$ cat config.mk
export PLATFORM = sky130hd
export DESIGN_NAME = alu_result_writeback
export DESIGN_NICKNAME = d
export VERILOG_FILES = /design/src/rtl/alu_result_writeback.sv
export SDC_FILE = /design/constraint.sdc
export NUM_CORES = 1
export LEC_CHECK = 0
export BUFFER_PORTS_ARGS = -buffer_cell sky130_fd_sc_hd__buf_2
export CORE_ASPECT_RATIO = 1.25
export CORE_UTILIZATION = 45
export CTS_CLUSTER_DIAMETER = 100
export DETAILED_ROUTE_END_ITERATION = 12
export PLACE_DENSITY = 0.75
export SYNTH_ARGS = -nofsm -noshare
export SYNTH_HDL_FRONTEND = slang
export SYNTH_SLANG_ARGS = --single-unit
$ cat constraint.sdc
create_clock -name clk -period 1.8 [get_ports clk]
set_input_delay 0.18 -clock clk [delete_from_list [all_inputs] [get_ports clk]]
set_output_delay 0.18 -clock clk [all_outputs]
set_load 0.05 [all_outputs]
$ cat src/rtl/alu_result_writeback.sv
// Post-ALU result stage: captures the ALU result, runs the data-memory access for
// loads/stores, and routes the final value to the register file or the PC.
module alu_result_writeback #(
  parameter int DATA_W = 16,
  parameter int REG_AW = 4
) (
  input  logic              clk,
  input  logic              rst,
  input  logic [DATA_W-1:0] ALU_Out,
  input  logic              ALU_Zero,
  input  logic              C_Start,
  input  logic [1:0]        C_Op,
  input  logic [REG_AW-1:0] C_RegDst,
  input  logic [DATA_W-1:0] C_StoreData,
  input  logic              C_PCWrite,
  input  logic              C_PCWriteCond,
  input  logic              Mem_Ready,
  input  logic [DATA_W-1:0] Mem_RData,
  output logic              Mem_Req,
  output logic              Mem_We,
  output logic [DATA_W-1:0] Mem_Addr,
  output logic [DATA_W-1:0] Mem_WData,
  output logic              RegWrite_En,
  output logic [REG_AW-1:0] RegWrite_Addr,
  output logic [DATA_W-1:0] RegWrite_Data,
  output logic [DATA_W-1:0] PC_Out,
  output logic              Busy,
  output logic              Done
);

  typedef enum logic [2:0] {IDLE, MEM, WB, PCUPD, FIN} state_t;

  localparam logic [1:0] OP_ALU   = 2'b00;
  localparam logic [1:0] OP_LOAD  = 2'b01;
  localparam logic [1:0] OP_STORE = 2'b10;

  state_t            state;
  logic [DATA_W-1:0] alu_out_reg;
  logic [DATA_W-1:0] mdr;
  logic [DATA_W-1:0] store_data;
  logic [REG_AW-1:0] dst_reg;
  logic [1:0]        op_reg;
  logic              zero_reg;
  logic              pc_write_reg;
  logic              pc_write_cond_reg;

  // Address/data views come straight from the latched operands, so they stay
  // stable for the whole memory request without extra registers.
  assign Mem_Addr      = alu_out_reg;
  assign Mem_WData     = store_data;
  assign RegWrite_Addr = dst_reg;
  assign RegWrite_Data = (op_reg == OP_LOAD) ? mdr : alu_out_reg;

  always_ff @(posedge clk) begin
    if (rst) begin
      state             <= IDLE;
      alu_out_reg       <= '0;
      mdr               <= '0;
      store_data        <= '0;
      dst_reg           <= '0;
      op_reg            <= '0;
      zero_reg          <= 1'b0;
      pc_write_reg      <= 1'b0;
      pc_write_cond_reg <= 1'b0;
      PC_Out            <= '0;
      Mem_Req           <= 1'b0;
      Mem_We            <= 1'b0;
      RegWrite_En       <= 1'b0;
      Busy              <= 1'b0;
      Done              <= 1'b0;
    end else begin
      RegWrite_En <= 1'b0;
      Done        <= 1'b0;
      case (state)
        IDLE: begin
          if (C_Start) begin
            alu_out_reg       <= ALU_Out;
            zero_reg          <= ALU_Zero;
            op_reg            <= C_Op;
            dst_reg           <= C_RegDst;
            store_data        <= C_StoreData;
            pc_write_reg      <= C_PCWrite;
            pc_write_cond_reg <= C_PCWriteCond;
            Busy              <= 1'b1;
            case (C_Op)
              OP_ALU: begin
                state       <= WB;
                RegWrite_En <= (C_RegDst != '0);
                Done        <= 1'b1;
              end
              OP_LOAD, OP_STORE: begin
                state   <= MEM;
                Mem_Req <= 1'b1;
                Mem_We  <= (C_Op == OP_STORE);
              end
              default: begin
                state <= PCUPD;
                Done  <= 1'b1;
              end
            endcase
          end
        end
        MEM: begin
          if (Mem_Ready) begin
            Mem_Req <= 1'b0;
            Mem_We  <= 1'b0;
            Done    <= 1'b1;
            if (op_reg == OP_LOAD) begin
              mdr         <= Mem_RData;
              state       <= WB;
              RegWrite_En <= (dst_reg != '0);
            end else begin
              state <= FIN;
            end
          end
        end
        PCUPD: begin
          // Unconditional load dominates; the conditional one needs the latched zero flag.
          if (pc_write_reg || (pc_write_cond_reg && zero_reg))
            PC_Out <= alu_out_reg;
          state <= IDLE;
          Busy  <= 1'b0;
        end
        WB, FIN: begin
          state <= IDLE;
          Busy  <= 1'b0;
        end
        default: begin
          state <= IDLE;
          Busy  <= 1'b0;
        end
      endcase
    end
  end

endmodule

== Word level (Yosys, flattened, before mapping) ==
Index checks and enable logic that the tools add are counted.

* Bits in registers: 81
* Logic and storage cells: 62
* Output and inout port bits: 73
* Memories: 0
* Bits in read-only memories: 0
* Bits in latches: 0
* Bits of input ports: 61
* Memory bits (writable): 0

* $add $sub $neg: 0
* Div/mod/pow operators: 0
* Reductions and logical operators: 14
* Shift-type cells: 0
* Magnitude comparators: 0
* Bitwise gates (word level): 1
* $mul: 0
* Equal/unequal tests: 8
* Multiplexer cells: 24

{| class="wikitable"
|+ Operators by type and width
! operator !! number
|-
| $mux 16 || 1
|-
| $mux 1 || 13
|-
| $pmux 1 s2 || 5
|-
| $mux 3 || 3
|-
| $reduce_and 2->1 || 4
|-
| $reduce_bool 4->1 || 2
|-
| $pmux 3 s2 || 1
|-
| $eq 2x1->1 const B || 2
|-
| $ne 2x2->1 const B || 2
|-
| $pmux 2 s2 || 1
|-
| $reduce_and 4->1 || 1
|-
| $eq 3x1->1 const B || 1
|-
| $eq 3x2->1 const B || 1
|-
| $logic_not 3->1 || 1
|-
| $reduce_and 3->1 || 1
|-
| $eq 2x2->1 const B || 1
|-
| $logic_not 2->1 || 1
|-
| $ne 2x1->1 const B || 1
|-
| $reduce_bool 2->1 || 1
|-
| $reduce_or 2->1 || 1
|-
| $logic_and 1x1->1 || 1
|-
| $logic_or 1x1->1 || 1
|-
| $not 1->1 || 1
|}

== Longest topological paths before layout ==
Gate-level depths: netlist of the first run.

* Depth in word-level cells: 5
* Mapped depth: 6
* Gate-level depth less buffers: 5

== Worst setup path before layout of the first run ==
No wires, ideal clock.

* Path type: reg-to-output
* From: reg op_reg[0]
* To: out RegWrite_Data[0]
* Stages on the path, launching flop included: 5
* Data required time: 1.620 ns
* Arrival time: 1.297 ns
* Slack: 0.323 ns
* Buffers on the path: 2
* Cell sequence: dfxtp_1 nor2b_1 clkbuf_1 buf_2 mux2_2

* Cells in the longest elaborated chain, start to end: 2

{| class="wikitable"
|+ RTL lines
! what !! line !! RTL
|-
| from (decl) || 42 || <nowiki>logic [1:0] op_reg;</nowiki>
|-
| from (signal assigned) || 79 || <nowiki>op_reg <= C_Op;</nowiki>
|-
| $eq 2x1->1 || 52 || <nowiki>assign RegWrite_Data = (op_reg == OP_LOAD) ? mdr : alu_out_reg;</nowiki>
|-
| $mux 16 || 52 ||
|-
| to (decl) || 25 || <nowiki>output logic [DATA_W-1:0] RegWrite_Data,</nowiki>
|}

No other way between the ends.

== Worst setup path after layout of the first run ==
* From: reg op_reg[0]
* To: out RegWrite_Data[8]

Same word-level chain as after synthesis.

==> results of run 1 <==
-- through the flow --
step / instance area, µm² / power (mW) / hold slack [ns] / setup slack, ns / utilization
global route: 4440 / 4.39 / 0.0475 / -0.0113 / 0.625
finish: 4440 / 4.21 / 0.0581 / 0.0515 / 0.625
detailed placement: 4090 / 2.82 / 0.426 / 0.224 / 0.576
global placement: 4090 / 2.81 / 0.420 / 0.325 / 0.576
floorplan: 3360 / 2.60 / 0.316 / 0.323 / -
CTS: 4430 / 4.24 / 0.0443 / -0.0193 / 0.623
-- worst paths after layout --
path	endpoint	depth (start not counted)	start	slack, ns
max	RegWrite_Data[8]	4	op_reg[0]	0.05
min	Mem_WData[3]	3	C_StoreData[3]	0.06
max reg2reg	PC_Out[2]	3	zero_reg	0.24
min reg2reg	Mem_WData[9]	2	Mem_WData[9]	0.45
-- metal layers --
metal	wire length, µm	vias up	part of all wire
met2	4380	140	0.49
met3	604	14	0.068
met5	0	-	0
met1	3810	1494	0.43
li1	-	1580	-
met4	153	0	0.017
-- power by group through the flow --
stage / Clock, mW / Sequential [mW] / Combinational [mW]
after floorplan: 0 / 2.19 / 0.409
after global placement: 0 / 1.97 / 0.837
after detailed placement: 0 / 1.97 / 0.849
after CTS: 1.41 / 1.93 / 0.899
after global routing: 1.49 / 1.94 / 0.960
final: 1.38 / 1.93 / 0.901
-- worst register-to-register path: stages, from the launching register on --
cell and delay [ns]:
dfxtp_1 0.33, a21oi_1 0.78, o21ai_0 0.22, a21oi_1 0.19
-- layout make-up --
class,count,area (µm²),area share
Tap cell,90,113,0.0254
Inverter,2,7.51,0.00169
Clock buffer,10,138,0.0310
Sequential cell,81,1620,0.366
Timing Repair Buffer,148,925,0.208
Clock inverter,6,72.6,0.0163
Multi-Input combinational cell,271,1560,0.352
-- cells in the final DEF, fill, tap and decap left out, types with 2 or more instances in the layout --
master / instances
buf_2: 117
nand2_1: 83
dfxtp_1: 80
a21oi_1: 75
nand3_1: 32
mux2_2: 16
o21ai_0: 16
a21bo_2: 15
buf_6: 15
buf_4: 13
clkbuf_8: 10
nor2_1: 7
nand3b_1: 3
ha_1: 3
inv_6: 3
inv_1: 2
o21a_1: 2
a32oi_1: 2
buf_12: 2
-- logic make-up after synthesis --
| kind of cell | after synthesis |
|---|---|
| AOI/OAI and AO/OA | 115 |
| and+or+nand+nor | 136 |
| adders and majority gates | 3 |
| muxes | 17 |
| buffers and inverters | 37 |
| DFF | 81 |
-- what timing repair did --
item / CTS / global route
cloned: 1 / 0
buffers inserted: 0 / 1
resized for setup: 30 / 2
endpoints found under the setup margin: 15 / 16
==> impl_metrics.toml, run 1 <==
[run_status]
outcome = "completed"

[cts]
clock-sinks = 81
cts_hold_repair.buffers = 0
tritoncts = "yes"
clock_tree.htree_level_count = 3
clk-insertion-delay-late_ns = 0.35
cts_made_buffers = 9
cts.path.max_buffers = 2
clk_pin_slew_worst_paths_ns = 0.09
cts_root_buf = "clkbuf_8"

[synth]
postSynthRegisterBits = 81
synth_largest_type_area_fraction = 0.483
synth_top_flop_cell = "dfxtp_1"
synth_top_family_by_area = "compound AO/OA/AOI/OAI gates"
netlist_instances = 389
synth-edff-count = 0
post_synth_num_cell_types = 34
synth.net_count = 453
synth_area_leader_cell = "dfxtp_1"
synthMostInstantiatedCell = "nand2_1"
synth_seq_area_share = 0.483
synthArstFlopShare = 0
yosys_warnings = 0
synth-simple-area-share = 0.187
synth.mux.area_fraction = 0.0566
synth_area_per_cell_um2 = 8.64
synthAdderAreaFrac = 0.0112
synthXorXnorAreaFrac = 0
post_synth_instance_area_um2 = 3360
synth_top_cells_by_count = "83 x nand2_1, 81 x dfxtp_1, 75 x a21oi_1"
synth_compound_area_frac = 0.203
leading_post_synthesis_cells_by_cell_area = "dfxtp_1 48%, a21oi_1 11%, nand2_1 9.3%"

[timing]
timing_max_transition_violations_final = 0
fin_skew_ns = 0.0147
accumulated_negative_setup_slack_ns = 0
tightestPinTransition_ns = 0.981
setup_violations = 0
layout_worst_path_cycle_share = 0.971
hold_viol_final = 0
grt_setup_unrepaired = "yes"
finalCriticalPeriod_ns = 1.75
timing.max_slew.rel_slack = 0.346
maxClockFrequency_mhz = 572

[pwr]
power.net_switching_mw = 1.36
ir_drop_mv = 0.717
power.internal_mw = 2.86
power.combinational.fraction = 0.214
pwr-share-seq = 0.459
leakage_nw = 1.98
p_clk_frac = 0.328
power.density_cell_area_nw_per_um2 = 949
switching_share = 0.322

[layout]
instances_no_fill = 608
fraction_of_layout_instances_using_a_drive_strength_above_1 = 0.388
antenna_cells_inserted = 0
num-nets-final = 577
synthToLayoutAreaGrowth_pct = 32.1
nFillCells = 653

[worst_setup_path]
worst_path_maximum_fanout = 23
start_kind = "flip-flop"
slowest_delay_ns = 0.37
critPathKind = "flip-flop to primary output"
worstPathArrival_ns = 1.57
critPathSlowestCell = "mux2_2"
timing.critical_path.buf_inv = 2
cp.required_ns = 1.62
ordered_list_of_cells_on_the_worst_path = "nor2b_4 -> buf_12 -> mux2_2 -> buf_6"
worstSetupEndpointType = "primary output"
critical-path-top-delay-family = "multiplexers"

[job]
max_cap_violations = 0

[grt]
global_route_wire_length_before_repair_mm = 14.2
vias_in_the_first_global_route = 3041
gr-usage-met2 = 0.400
grt.busiest_layer = "met2"
groute.layer.met3.usage = 0.0509
grtUsageTotal = 0.233
met1_usage = 0.280
grt_residual_overflow = 0
antenna_found_initial = 0
grt_max_degree = 44

[route]
detail_route.drc_violations = 0
vias = 3228
detail_route.wirelength_mm = 8.95
ant_nets = 0
dr.pass1.iters = 4
detail_route.wl_per_cell_um = 14.7
drtIter0Drc = 119
viasPerCell = 5.31

[floorplan]
die_y_um = 98.6
rows = 34
total_die_area_um2 = 7820
start_util = 0.473
coreArea_um2 = 7100
design.portCount = 134
dieWidth_um = 79.3

[worst_hold_path]
timing.hold.worst.class = "input pin to flip-flop"

[placement]
gp_congestion = 0.801
place.detailed.hpwl_mm = 6.14
place.detailed.instances = 590
io_buffers = 133
Power figures use the tool's default switching activity.
==> inputs of run 2 (changes only) <==
BUFFER_PORTS_ARGS = not set   (was -buffer_cell sky130_fd_sc_hd__buf_2)
CTS_CLUSTER_DIAMETER = not set   (was 100)
DONT_BUFFER_PORTS = 1   (was not set)
PLACE_DENSITY = 0.6   (was 0.75)
==> run 2 against run 1 <==
Compared with the run above:
- final cell count fell by 8.6%
- combinational power fell by 16%
- clock skew fell by 0.0054 ns
- clock power rose by 17%
- final area rose by 0.20%
- critical path depth fell by 1
- utilization rose by 0.12 points
- sequential power rose by 6%
- worst setup slack got worse by 0.016 ns
- routed wire length rose by 1.3%
- total power rose by 4.5%
- highest routed layer unchanged
==> impl_metrics.toml, run 2 (synthesized netlist as in run 1, its figures left out) <==
[route]
detail_route.drc_violations = 0
ant_nets = 0
wl_met2_mm = 4.46
detail_route.wl_per_cell_um = 16.3
dr.max_layer_used = "met4"
detail_route.wirelength.met1_mm = 3.66
detail_route.wirelength_mm = 9.06
dr.pass1.iters = 4
drtIter0Drc = 108
viasPerCell = 5.40
vias = 3002
met3RoutedLength_um = 772

[pwr]
totalPowerFinal_mw = 4.41
power.internal_mw = 3.10
power.density_cell_area_nw_per_um2 = 990
ir_drop_mv = 0.654
pwr-share-seq = 0.463
leakage_nw = 1.72
switching_share = 0.297
p_clk_frac = 0.365
power.combinational.fraction = 0.172
power.net_switching_mw = 1.31

[timing]
finalCriticalPeriod_ns = 1.76
layout_worst_path_cycle_share = 0.980
fin_skew_ns = 0.00929
timing.max_slew.rel_slack = 0.645
setup_violations = 0
tightestPinTransition_ns = 0.532
timing_max_transition_violations_final = 0
hold_viol_final = 0
grt_setup_unrepaired = "yes"
maxClockFrequency_mhz = 567

[layout]
num-nets-final = 525
antenna_cells_inserted = 0
multi_input_area_um2 = 1560
ff_latch_area_um2 = 1620
finish.instance_area_um2 = 4450
layout_commonest_cell = "nand2_1"
most-common-layout-cells = "83 x nand2_1, 81 x dfxtp_1, 75 x a21oi_1"
synthToLayoutAreaGrowth_pct = 32.4
nFillCells = 607
fraction_of_layout_instances_using_a_drive_strength_above_1 = 0.189

[grt]
vias_in_the_first_global_route = 3006
grt_residual_overflow = 0
global_route_wire_length_before_repair_mm = 14.2
grtUsageTotal = 0.234
antenna_found_initial = 0
grt_max_degree = 77

[worst_setup_path]
r2r-start = "state[2]"
worst_path_maximum_fanout = 16
timing.critical_path.to = "RegWrite_Data[12]"
worstPathArrival_ns = 1.58
worstSetupEndpointType = "primary output"
rrSetupSlack_ns = 0.26
cp.required_ns = 1.62
crit_path_start = "op_reg[0]"
start_kind = "flip-flop"
worstReg2RegEnd = "PC_Out[7]"
critPathKind = "flip-flop to primary output"
ff2ff_path_depth = 4

[cts]
clk_pin_slew_worst_paths_ns = 0.09
clock_tree.htree_level_count = 3
clock-sinks = 81
ctsResizeCount = 0
cts_root_buf = "clkbuf_8"
cts_made_buffers = 9
tritoncts = "yes"
post_cts_buffers = 0
clk-insertion-delay-late_ns = 0.35
cts.path.max_buffers = 2

[placement]
place.detailed.hpwl_mm = 5.67
placement.cell_area_um2 = 3590
io_buffers = 0
gp_congestion = 0.825

[worst_hold_path]
timing.hold.worst.class = "input pin to flip-flop"
min_path_cells = 2

[run_status]
outcome = "completed"

[floorplan]
dieWidth_um = 79.3
start_util = 0.473
total_die_area_um2 = 7820
coreArea_um2 = 7100
rows = 34
design.portCount = 134
die_y_um = 98.6

[job]
max_cap_violations = 0
## run 2: changes by cell type in the layout (fill, tap and decap cells not counted), moves of 2 or more
cell,change
buf_2,-117
buf_4,+22
buf_6,-15
bufinv_16,+2
dlygate4sd3_1,+59
inv_6,-3
## run 2: power by group through the flow
stage	clock, mW	combinational, mW	sequential, mW
CTS	1.63	0.752	2.04
global route	1.73	0.810	2.05
detailed placement	0	0.616	2.08
global placement	0	0.610	2.08
floorplan	0	0.409	2.19
finish	1.61	0.758	2.04
## run 2: through the flow
stage / util / std cells / hold slack (ns) / setup slack (ns) / setup TNS, ns
floorplan: - / 389 / 0.316 / 0.323 / 0
global placement: 0.505 / 480 / 0.260 / 0.325 / 0
detailed placement: 0.505 / 480 / 0.259 / 0.327 / 0
CTS: 0.626 / 556 / 0.00706 / 0.0191 / 0
global route: 0.626 / 556 / 0.00361 / -0.0292 / -0.139
finish: 0.626 / 556 / 0.0167 / 0.0351 / 0
## run 2: critical path, cell delays in order, from the launching register on
cell and delay (ns):
dfxtp_1 0.34, nor2b_4 0.17, buf_4 0.23, mux2_2 0.49
## run 2: worst min-delay path by stage
stage / startpoint / endpoint / slack [ns]
after floorplan: C_Op[0] / op_reg[0] / 0.32
after global placement: rst / mdr[2] / 0.26
after detailed placement: rst / mdr[1] / 0.26
after CTS: rst / Mem_We / 0.007
after global routing: Mem_Ready / state[0] / 0.004
final: rst / Mem_We / 0.02
## run 2: cell type report
| cell class | count | area share |
|---|---|---|
| Sequential cell | 81 | 0.365 |
| Clock inverter | 5 | 0.0231 |
| Tap cell | 90 | 0.0253 |
| Timing Repair Buffer | 96 | 0.203 |
| Clock buffer | 11 | 0.0318 |
| Inverter | 2 | 0.00169 |
| Multi-Input combinational cell | 271 | 0.351 |
## run 2: timing repair
action                                  in CTS  in global routing
hold buffers                                60                  0
hold endpoints to repair                    78                  0
endpoints found under the setup margin       0                  5
## run 2: routing by layer
| layer | track usage | up-vias |
|---|---|---|
| met5 | 0 | - |
| met4 | 0.0825 | 0 |
| met3 | 0.0815 | 23 |
| met2 | 0.402 | 126 |
| met1 | 0.267 | 1375 |
| li1 | - | 1478 |
